### src/rtl/mesi_pkg.sv
// mesi_pkg: line-state, bus-command and controller-state encodings shared by the MESI cache.
package mesi_pkg;
   typedef enum logic [1:0] {ST_I = 2'd0, ST_S = 2'd1, ST_M = 2'd2, ST_E = 2'd3} line_state_t;
   typedef enum logic [1:0] {BUS_RD = 2'd0, BUS_RDX = 2'd1, BUS_UPGR = 2'd2, BUS_FLUSH = 2'd3} bus_cmd_t;
   typedef enum logic [2:0] {IDLE, WB_REQ, WB_WAIT, MISS_REQ, MISS_WAIT, RESP} fsm_t;
   function automatic line_state_t snoop_next(line_state_t s, bus_cmd_t c);
      return (c == BUS_RDX) ? ST_I :
             (c == BUS_RD && (s == ST_M || s == ST_E)) ? ST_S :
             (c == BUS_UPGR && s == ST_S) ? ST_I : s;
   endfunction
endpackage

### src/rtl/mesi_line_array.sv
// mesi_line_array: direct-mapped tag/state/data store with a lookup port, a snoop port and a write port.
// The lookup port shows the state after this cycle's snoop; a write in the same cycle lands after the snoop.
module mesi_line_array
   import mesi_pkg::*;
#(
   parameter int ADDR_W = 5,
   parameter int DATA_W = 8,
   parameter int LINES  = 4
) (
   input  logic              clock,
   input  logic              reset,
   input  logic [ADDR_W-1:0] lk_addr,
   output logic              lk_hit,
   output logic [1:0]        lk_state,
   output logic [DATA_W-1:0] lk_data,
   output logic [ADDR_W-1:0] lk_vaddr,
   input  logic              snoop_valid,
   input  logic [1:0]        snoop_cmd,
   input  logic [ADDR_W-1:0] snoop_addr,
   output logic              snoop_hit,
   output logic              snoop_flush,
   output logic [DATA_W-1:0] snoop_data,
   input  logic              wr_en,
   input  logic [ADDR_W-1:0] wr_addr,
   input  logic [1:0]        wr_state,
   input  logic [DATA_W-1:0] wr_data
);
   localparam int IDX_W = $clog2(LINES);
   localparam int TAG_W = ADDR_W - IDX_W;
   logic [TAG_W-1:0]  tags [LINES];
   logic [DATA_W-1:0] data [LINES];
   line_state_t       st   [LINES];
   logic [IDX_W-1:0]  s_idx, l_idx, w_idx;
   logic              s_match, s_flush;
   line_state_t       s_next, l_state;
   assign s_idx    = snoop_addr[IDX_W-1:0];
   assign l_idx    = lk_addr[IDX_W-1:0];
   assign w_idx    = wr_addr[IDX_W-1:0];
   assign s_match  = snoop_valid && st[s_idx] != ST_I && tags[s_idx] == snoop_addr[ADDR_W-1:IDX_W];
   assign s_next   = snoop_next(st[s_idx], bus_cmd_t'(snoop_cmd));
   assign s_flush  = s_match && st[s_idx] == ST_M && (snoop_cmd == BUS_RD || snoop_cmd == BUS_RDX);
   assign l_state  = (s_match && s_idx == l_idx) ? s_next : st[l_idx];
   assign lk_state = l_state;
   assign lk_hit   = l_state != ST_I && tags[l_idx] == lk_addr[ADDR_W-1:IDX_W];
   assign lk_data  = data[l_idx];
   assign lk_vaddr = {tags[l_idx], l_idx};
   always_ff @(posedge clock or posedge reset) begin
      if (reset) begin
         for (int i = 0; i < LINES; i++) st[i] <= ST_I;
         snoop_hit   <= 1'b0;
         snoop_flush <= 1'b0;
         snoop_data  <= '0;
      end else begin
         snoop_hit   <= s_match;
         snoop_flush <= s_flush;
         snoop_data  <= s_flush ? data[s_idx] : '0;
         if (s_match) st[s_idx] <= s_next;
         if (wr_en) st[w_idx] <= line_state_t'(wr_state);
      end
   end
   always_ff @(posedge clock) begin
      if (wr_en) begin
         tags[w_idx] <= wr_addr[ADDR_W-1:IDX_W];
         data[w_idx] <= wr_data;
      end
   end
endmodule

### src/rtl/mesi_cache_ctrl.sv
// mesi_cache_ctrl: direct-mapped snooping cache controller (MSI; full MESI with MESI_EXCLUSIVE_EN defined).
module mesi_cache_ctrl
   import mesi_pkg::*;
#(
   parameter int ADDR_W = 5,
   parameter int DATA_W = 8,
   parameter int LINES  = 4
) (
   input  logic              clock,
   input  logic              reset,
   input  logic              req_valid,
   input  logic              req_write,
   input  logic [ADDR_W-1:0] req_addr,
   input  logic [DATA_W-1:0] req_wdata,
   output logic              req_ready,
   output logic              resp_valid,
   output logic [DATA_W-1:0] resp_rdata,
   output logic              bus_req,
   output logic [1:0]        bus_cmd,
   output logic [ADDR_W-1:0] bus_addr,
   output logic [DATA_W-1:0] bus_wdata,
   input  logic              bus_grant,
   input  logic              bus_done,
   input  logic [DATA_W-1:0] bus_rdata,
   input  logic              bus_shared,
   input  logic              snoop_valid,
   input  logic [1:0]        snoop_cmd,
   input  logic [ADDR_W-1:0] snoop_addr,
   output logic              snoop_hit,
   output logic              snoop_flush,
   output logic [DATA_W-1:0] snoop_data
);
   fsm_t              fsm;
   logic              wr_r;
   logic [ADDR_W-1:0] addr_r;
   logic [DATA_W-1:0] wdata_r;
   logic              lk_hit, accept, idle_wr, wb_done, fill, wr_en;
   logic [1:0]        lk_state, wr_state;
   logic [DATA_W-1:0] lk_data, fill_data, wr_data;
   logic [ADDR_W-1:0] lk_addr, lk_vaddr, wr_addr;
   line_state_t       rd_fill_state, fill_state;
`ifdef MESI_EXCLUSIVE_EN
   assign rd_fill_state = bus_shared ? ST_S : ST_E;
`else
   logic unused_shared;
   assign unused_shared = bus_shared;
   assign rd_fill_state = ST_S;
`endif
   assign accept     = req_valid && req_ready;
   assign lk_addr    = (fsm == IDLE) ? req_addr : addr_r;
   assign idle_wr    = accept && req_write && lk_hit && (lk_state == ST_M || lk_state == ST_E);
   assign wb_done    = fsm == WB_WAIT && bus_done;
   assign fill       = fsm == MISS_WAIT && bus_done;
   assign fill_state = wr_r ? ST_M : rd_fill_state;
   assign fill_data  = wr_r ? wdata_r : bus_rdata;
   assign wr_en      = idle_wr || wb_done || fill;
   assign wr_addr    = idle_wr ? req_addr : wb_done ? lk_vaddr : addr_r;
   assign wr_state   = idle_wr ? ST_M : wb_done ? ST_I : fill_state;
   assign wr_data    = idle_wr ? req_wdata : wb_done ? lk_data : fill_data;
   mesi_line_array #(.ADDR_W(ADDR_W), .DATA_W(DATA_W), .LINES(LINES)) u_arr (
      .clock(clock), .reset(reset),
      .lk_addr(lk_addr), .lk_hit(lk_hit), .lk_state(lk_state), .lk_data(lk_data), .lk_vaddr(lk_vaddr),
      .snoop_valid(snoop_valid), .snoop_cmd(snoop_cmd), .snoop_addr(snoop_addr),
      .snoop_hit(snoop_hit), .snoop_flush(snoop_flush), .snoop_data(snoop_data),
      .wr_en(wr_en), .wr_addr(wr_addr), .wr_state(wr_state), .wr_data(wr_data)
   );
   always_ff @(posedge clock or posedge reset) begin
      if (reset) begin
         fsm        <= IDLE;
         req_ready  <= 1'b1;
         resp_valid <= 1'b0;
         resp_rdata <= '0;
         bus_req    <= 1'b0;
         bus_cmd    <= '0;
         bus_addr   <= '0;
         bus_wdata  <= '0;
         wr_r       <= 1'b0;
         addr_r     <= '0;
         wdata_r    <= '0;
      end else begin
         resp_valid <= 1'b0;
         case (fsm)
            IDLE: if (accept) begin
               addr_r    <= req_addr;
               wr_r      <= req_write;
               wdata_r   <= req_wdata;
               req_ready <= 1'b0;
               if (lk_hit && (!req_write || lk_state != ST_S)) begin
                  resp_valid <= 1'b1;
                  resp_rdata <= req_write ? req_wdata : lk_data;
                  fsm        <= RESP;
               end else if (lk_hit) begin
                  bus_req  <= 1'b1;
                  bus_cmd  <= BUS_UPGR;
                  bus_addr <= req_addr;
                  fsm      <= MISS_REQ;
               end else if (lk_state == ST_M) begin
                  bus_req   <= 1'b1;
                  bus_cmd   <= BUS_FLUSH;
                  bus_addr  <= lk_vaddr;
                  bus_wdata <= lk_data;
                  fsm       <= WB_REQ;
               end else begin
                  bus_req  <= 1'b1;
                  bus_cmd  <= req_write ? BUS_RDX : BUS_RD;
                  bus_addr <= req_addr;
                  fsm      <= MISS_REQ;
               end
            end
            WB_REQ: if (bus_grant) begin
               bus_req <= 1'b0;
               fsm     <= WB_WAIT;
            end
            WB_WAIT: if (bus_done) begin
               bus_req  <= 1'b1;
               bus_cmd  <= wr_r ? BUS_RDX : BUS_RD;
               bus_addr <= addr_r;
               fsm      <= MISS_REQ;
            end
            // an upgrade whose S copy was snooped away must fetch the line instead
            MISS_REQ: if (bus_grant) begin
               bus_req <= 1'b0;
               fsm     <= MISS_WAIT;
            end else if (bus_cmd == BUS_UPGR && !lk_hit) begin
               bus_cmd <= BUS_RDX;
            end
            MISS_WAIT: if (bus_done) begin
               resp_valid <= 1'b1;
               resp_rdata <= fill_data;
               fsm        <= RESP;
            end
            RESP: begin
               req_ready <= 1'b1;
               fsm       <= IDLE;
            end
            default: fsm <= IDLE;
         endcase
      end
   end
endmodule
### config.mk
export PLATFORM = sky130hd
export DESIGN_NAME = mesi_cache_ctrl
export DESIGN_NICKNAME = d
export VERILOG_FILES = /design/src/rtl/mesi_pkg.sv /design/src/rtl/mesi_line_array.sv /design/src/rtl/mesi_cache_ctrl.sv
export SDC_FILE = /design/constraint.sdc
export NUM_CORES = 1
export LEC_CHECK = 0
export ABC_AREA = 1
export BUFFER_PORTS_ARGS = -buffer_cell sky130_fd_sc_hd__buf_2
export CORE_UTILIZATION = 59
export CTS_CLUSTER_SIZE = 40
export DETAILED_ROUTE_END_ITERATION = 8
export PLACE_DENSITY = 0.81
export SLEW_MARGIN = 40
export SYNTH_ARGS = -nofsm -noshare
export SYNTH_HDL_FRONTEND = slang
export SYNTH_SLANG_ARGS = --single-unit
### constraint.sdc
create_clock -name clock -period 3.7 [get_ports clock]
set_clock_uncertainty 0.1 [all_clocks]
set_input_delay 0 -clock clock [delete_from_list [all_inputs] [get_ports clock]]
set_output_delay 0 -clock clock [all_outputs]
set_load 0.05 [all_outputs]
==> impl_table.tex <==
\begin{tabular}{lr}
\hline
Metric & Value \\
\hline
\multicolumn{2}{l}{\textbf{Drt}} \\
\quad Vias after detailed routing & 5467 \\
\quad First DRT Iteration DRCs & 434 \\
\quad Vias per cell & 5.71 \\
\quad Residual DRC count & 0 \\
\quad Antenna Nets Post-Route & 0 \\
\quad Total iterations of the first detailed-routing run & 6 \\
\quad Overall routed net length & 15.2 mm \\
\quad Detailed-route wire length per cell & 15.9 microns \\
\multicolumn{2}{l}{\textbf{Critical path}} \\
\quad Maximum fanout encountered on the critical timing path & 23 \\
\quad Worst EP required & 3.69 ns \\
\quad Crit path arrival time & 3.51 ns \\
\quad Critical setup path kind & flop to flop \\
\quad Critical Path Sink Type & flop \\
\quad Startpoint types & flop \\
\multicolumn{2}{l}{\textbf{Timing}} \\
\quad Slew at the pin closest to its max-slew limit & 0.744 ns \\
\quad Highest clock frequency the design can meet & 0.284 GHz \\
\quad RSZ-0062 raised after global routing & false \\
\quad Setup Viol. Count Final & 0 \\
\quad Setup WS post-layout & 0.185 ns \\
\quad Number of max-slew violations in the final report & 0 \\
\quad Final worst path period share & 0.950 \\
\quad Max-Slew Margin vs Limit & 0.502 \\
\quad Hold violation count in the final report & 0 \\
\quad Clock period minus final worst setup slack & 3.52 ns \\
\quad Total negative setup slack & 0 ns \\
\multicolumn{2}{l}{\textbf{Finish}} \\
\quad Finished layout cell area & 6730 sq um \\
\quad Net count, final & 856 \\
\quad Synthesis-to-layout area growth & 14.7\% \\
\quad Area used by sequential logic in the layout & 2850 sq um \\
\quad Share of post-route cells with drive strength above 1 & 0.175 \\
\quad Fillers & 797 \\
\quad Most frequent cells in the layout & sky130\_fd\_sc\_hd\_\_nand2\_1 (244), sky130\_fd\_sc\_hd\_\_o21ai\_0 (72), sky130\_fd\_sc\_hd\_\_buf\_2 (70), sky130\_fd\_sc\_hd\_\_inv\_1 (63), sky130\_fd\_sc\_hd\_\_dfrtp\_1 (60) \\
\quad Area of combinational cells with multiple inputs & 2610 sq um \\
\quad Commonest non-fill, non-tap cell in the layout & sky130\_fd\_sc\_hd\_\_nand2\_1 \\
\quad \# diodes & 0 \\
\multicolumn{2}{l}{\textbf{Clock network}} \\
\quad Clock buffers created by TritonCTS & 9 \\
\quad Buffer type at the clock tree root & sky130\_fd\_sc\_hd\_\_clkbuf\_8 \\
\quad Maximum level of the CTS H-tree & 3 \\
\quad Clock network latency to the later pin of the worst-skew pair & 0.38 ns \\
\quad Total number of clock tree sinks & 105 \\
\quad Clock Path Buffers & 2 \\
\quad Post-CTS setup repair buffer count & 0 \\
\quad Clock transition at the registers of the reported paths & 0.11 ns \\
\quad Clock tree from TritonCTS & yes \\
\multicolumn{2}{l}{\textbf{Global routing}} \\
\quad Overall fraction of global-route tracks in use & 0.314 \\
\quad Antenna violations before repair & 0 \\
\quad Largest net degree at the start of global routing & 62 \\
\quad Total congestion overflow after global routing & 0 \\
\quad Number of global-route vias before repair & 5175 \\
\quad Wire length of the first global-routing pass & 24.7 mm \\
\multicolumn{2}{l}{\textbf{Placed design}} \\
\quad Routability-driven placement congestion ratio & 0.945 \\
\quad Worst setup slack after placement & 0.300 ns \\
\quad Total of buffers placed on input and output ports & 70 \\
\quad Sum of net half-perimeters after detailed placement & 10.7 mm \\
\quad Total cell area at the placement stage & 6300 sq um \\
\multicolumn{2}{l}{\textbf{Floorplan}} \\
\quad Number of rows in the core area & 36 \\
\quad Total Die Area & 10400 sq um \\
\quad Die outline height & 102 microns \\
\quad Io pins & 72 \\
\quad Die Span X & 102 microns \\
\quad Core footprint & 9730 sq um \\
\quad Initial Util & 0.604 \\
\multicolumn{2}{l}{\textbf{Yosys}} \\
\quad Summed instance area of the synthesized netlist & 5870 sq um \\
\quad Total number of yosys warnings & 0 \\
\quad Net count after synthesis & 766 \\
\quad Post-Synthesis Cells & 730 \\
\quad Yosys reg bits & 105 \\
\quad Avg Inst Size Synth & 8.04 sq um \\
\quad Most area-consuming cells after synthesis & sky130\_fd\_sc\_hd\_\_dfrtp\_1 (26\%), sky130\_fd\_sc\_hd\_\_edfxtp\_1 (23\%), sky130\_fd\_sc\_hd\_\_nand2\_1 (16\%) \\
\quad Unique cell type count in the Yosys netlist & 45 \\
\quad Fraction of the yosys area taken by sequential cells & 0.485 \\
\quad Share of the synthesized area in the top cell type & 0.256 \\
\quad Top cell type by total area after synthesis & sky130\_fd\_sc\_hd\_\_dfrtp\_1 \\
\multicolumn{2}{l}{\textbf{Status}} \\
\quad Status & finished, final reports clean \\
\multicolumn{2}{l}{\textbf{Pwr}} \\
\quad Leakage & 3.27 nW \\
\quad P per Cell Area & 856 nW/um\^{}2 \\
\quad Worst VDD drop & 587 uV \\
\multicolumn{2}{l}{\textbf{Job}} \\
\quad Max-cap viol count & 0 \\
\multicolumn{2}{l}{\textbf{Worst hold path}} \\
\quad Worst min-delay path category & input pin to flop \\
\hline
\end{tabular}
==> layout make-up <==
type                       instances  area share
sequential                       105       0.423
multi-input combinational        530       0.387
timing repair buffer             102      0.0972
inverter                          72      0.0401
tap                              133      0.0247
clock buffer                       9      0.0184
clock inverter                     7     0.00948
==> worst max-delay path, stage by stage, from the launching register on <==
cell                      delay (ns)
sky130_fd_sc_hd__dfrtp_1        0.49
sky130_fd_sc_hd__nor2_8         0.22
sky130_fd_sc_hd__nand2_4        0.12
sky130_fd_sc_hd__nand2_1        0.08
sky130_fd_sc_hd__nand2_1        0.37
sky130_fd_sc_hd__nand3_1        0.23
sky130_fd_sc_hd__nand2_1        0.15
sky130_fd_sc_hd__xor2_1         0.20
sky130_fd_sc_hd__nor2_4         0.21
sky130_fd_sc_hd__nand3_2        0.23
sky130_fd_sc_hd__buf_4          0.27
sky130_fd_sc_hd__o21ai_0        0.55
==> cells by family after synthesis <==
family / count (synthesis) / share of synthesized area
compound gates: 143 / 0.141
xor+xnor: 1 / 0.00149
buf+inv: 95 / 0.0720
flops: 105 / 0.485
mux: 5 / 0.00895
simple gates: 381 / 0.291
==> power breakdown <==
part	switching, mW	internal, mW
sequential	0.226	1.64
clock	0.436	0.259
combinational	2.32	0.891
total	2.98	2.79
==> synthesized netlist by cell type, drive strengths merged <==
cell and count:
nor4 1, a22oi 8, a31oi 12, clkinv 2
xor2 1, mux2i 3, a21oi 15, nor3b 1
buf 13, mux2 2, o211ai 10, nand3 53
nand4 13, o21bai 10, inv 70, dfrtp 60
edfxtp 44, clkbuf 10, o21a 2, nand3b 1
nor2 45, o22a 1, a21boi 1, a32o 1
or2 3, nand2 263, o22ai 2, nor3 1
o21ai 81, dfstp 1
==> what timing repair did <==
item	4_1_cts	5_1_grt
gates resized for setup	0	1
hold buffers	24	0
hold endpoints to repair	86	0
setup endpoints to repair	0	54
==> metal layers <==
layer | track usage | up-vias | wire [microns] | share of wire
li1 | - | 2610 | - | -
met1 | 0.417 | 2530 | 6430 | 0.42
met2 | 0.519 | 297 | 7170 | 0.47
met3 | 0.0490 | 30 | 1280 | 0.084
met4 | 0.124 | 0 | 331 | 0.022
met5 | 0 | - | 0 | 0
==> state kept, by name, indices dropped and copies added (netlist names) <==
signal             flops
bus_req                1
addr_r                 5
u_arr.tags            12
u_arr.data            32
u_arr.st               8
bus_wdata              8
u_arr.snoop_hit        1
bus_cmd                2
u_arr.snoop_flush      1
wdata_r                8
fsm                    3
resp_rdata             8
req_ready              1
u_arr.snoop_data       8
bus_addr               5
wr_r                   1
resp_valid             1
==> path summary, 6_finish.rpt <==
| path | from | endpoint | slack, ns | cells after the start |
|---|---|---|---|---|
| min | snoop_valid | u_arr.snoop_hit$_DFF_PP0_ | 0.007 | 5 |
| min reg2reg | bus_addr[0]$_DFFE_PP0P_ | bus_addr[0]$_DFFE_PP0P_ | 0.39 | 2 |
| max | fsm[2]$_DFFE_PP0P_ | u_arr.tags[1][0]$_DFFE_PP_ | 0.18 | 11 |
| max in group asynchronous | reset | bus_addr[3]$_DFFE_PP0P_ | 2.89 | 4 |
| min in group asynchronous | reset | bus_wdata[0]$_DFFE_PP0P_ | 0.19 | 4 |
| max reg2reg | fsm[2]$_DFFE_PP0P_ | u_arr.tags[1][0]$_DFFE_PP_ | 0.18 | 11 |
==> stage by stage <==
step | util | instances | hold slack (ns) | power [mW]
floorplan | - | 730 | -0.0163 | 4.25
global placement | 0.647 | 918 | 0.121 | 4.86
detailed placement | 0.647 | 918 | 0.139 | 4.99
CTS | 0.691 | 958 | 0.00125 | 5.70
global route | 0.692 | 958 | 0.0236 | 6.18
finish | 0.692 | 958 | 0.00667 | 5.77
Power figures use the tool's default switching activity.
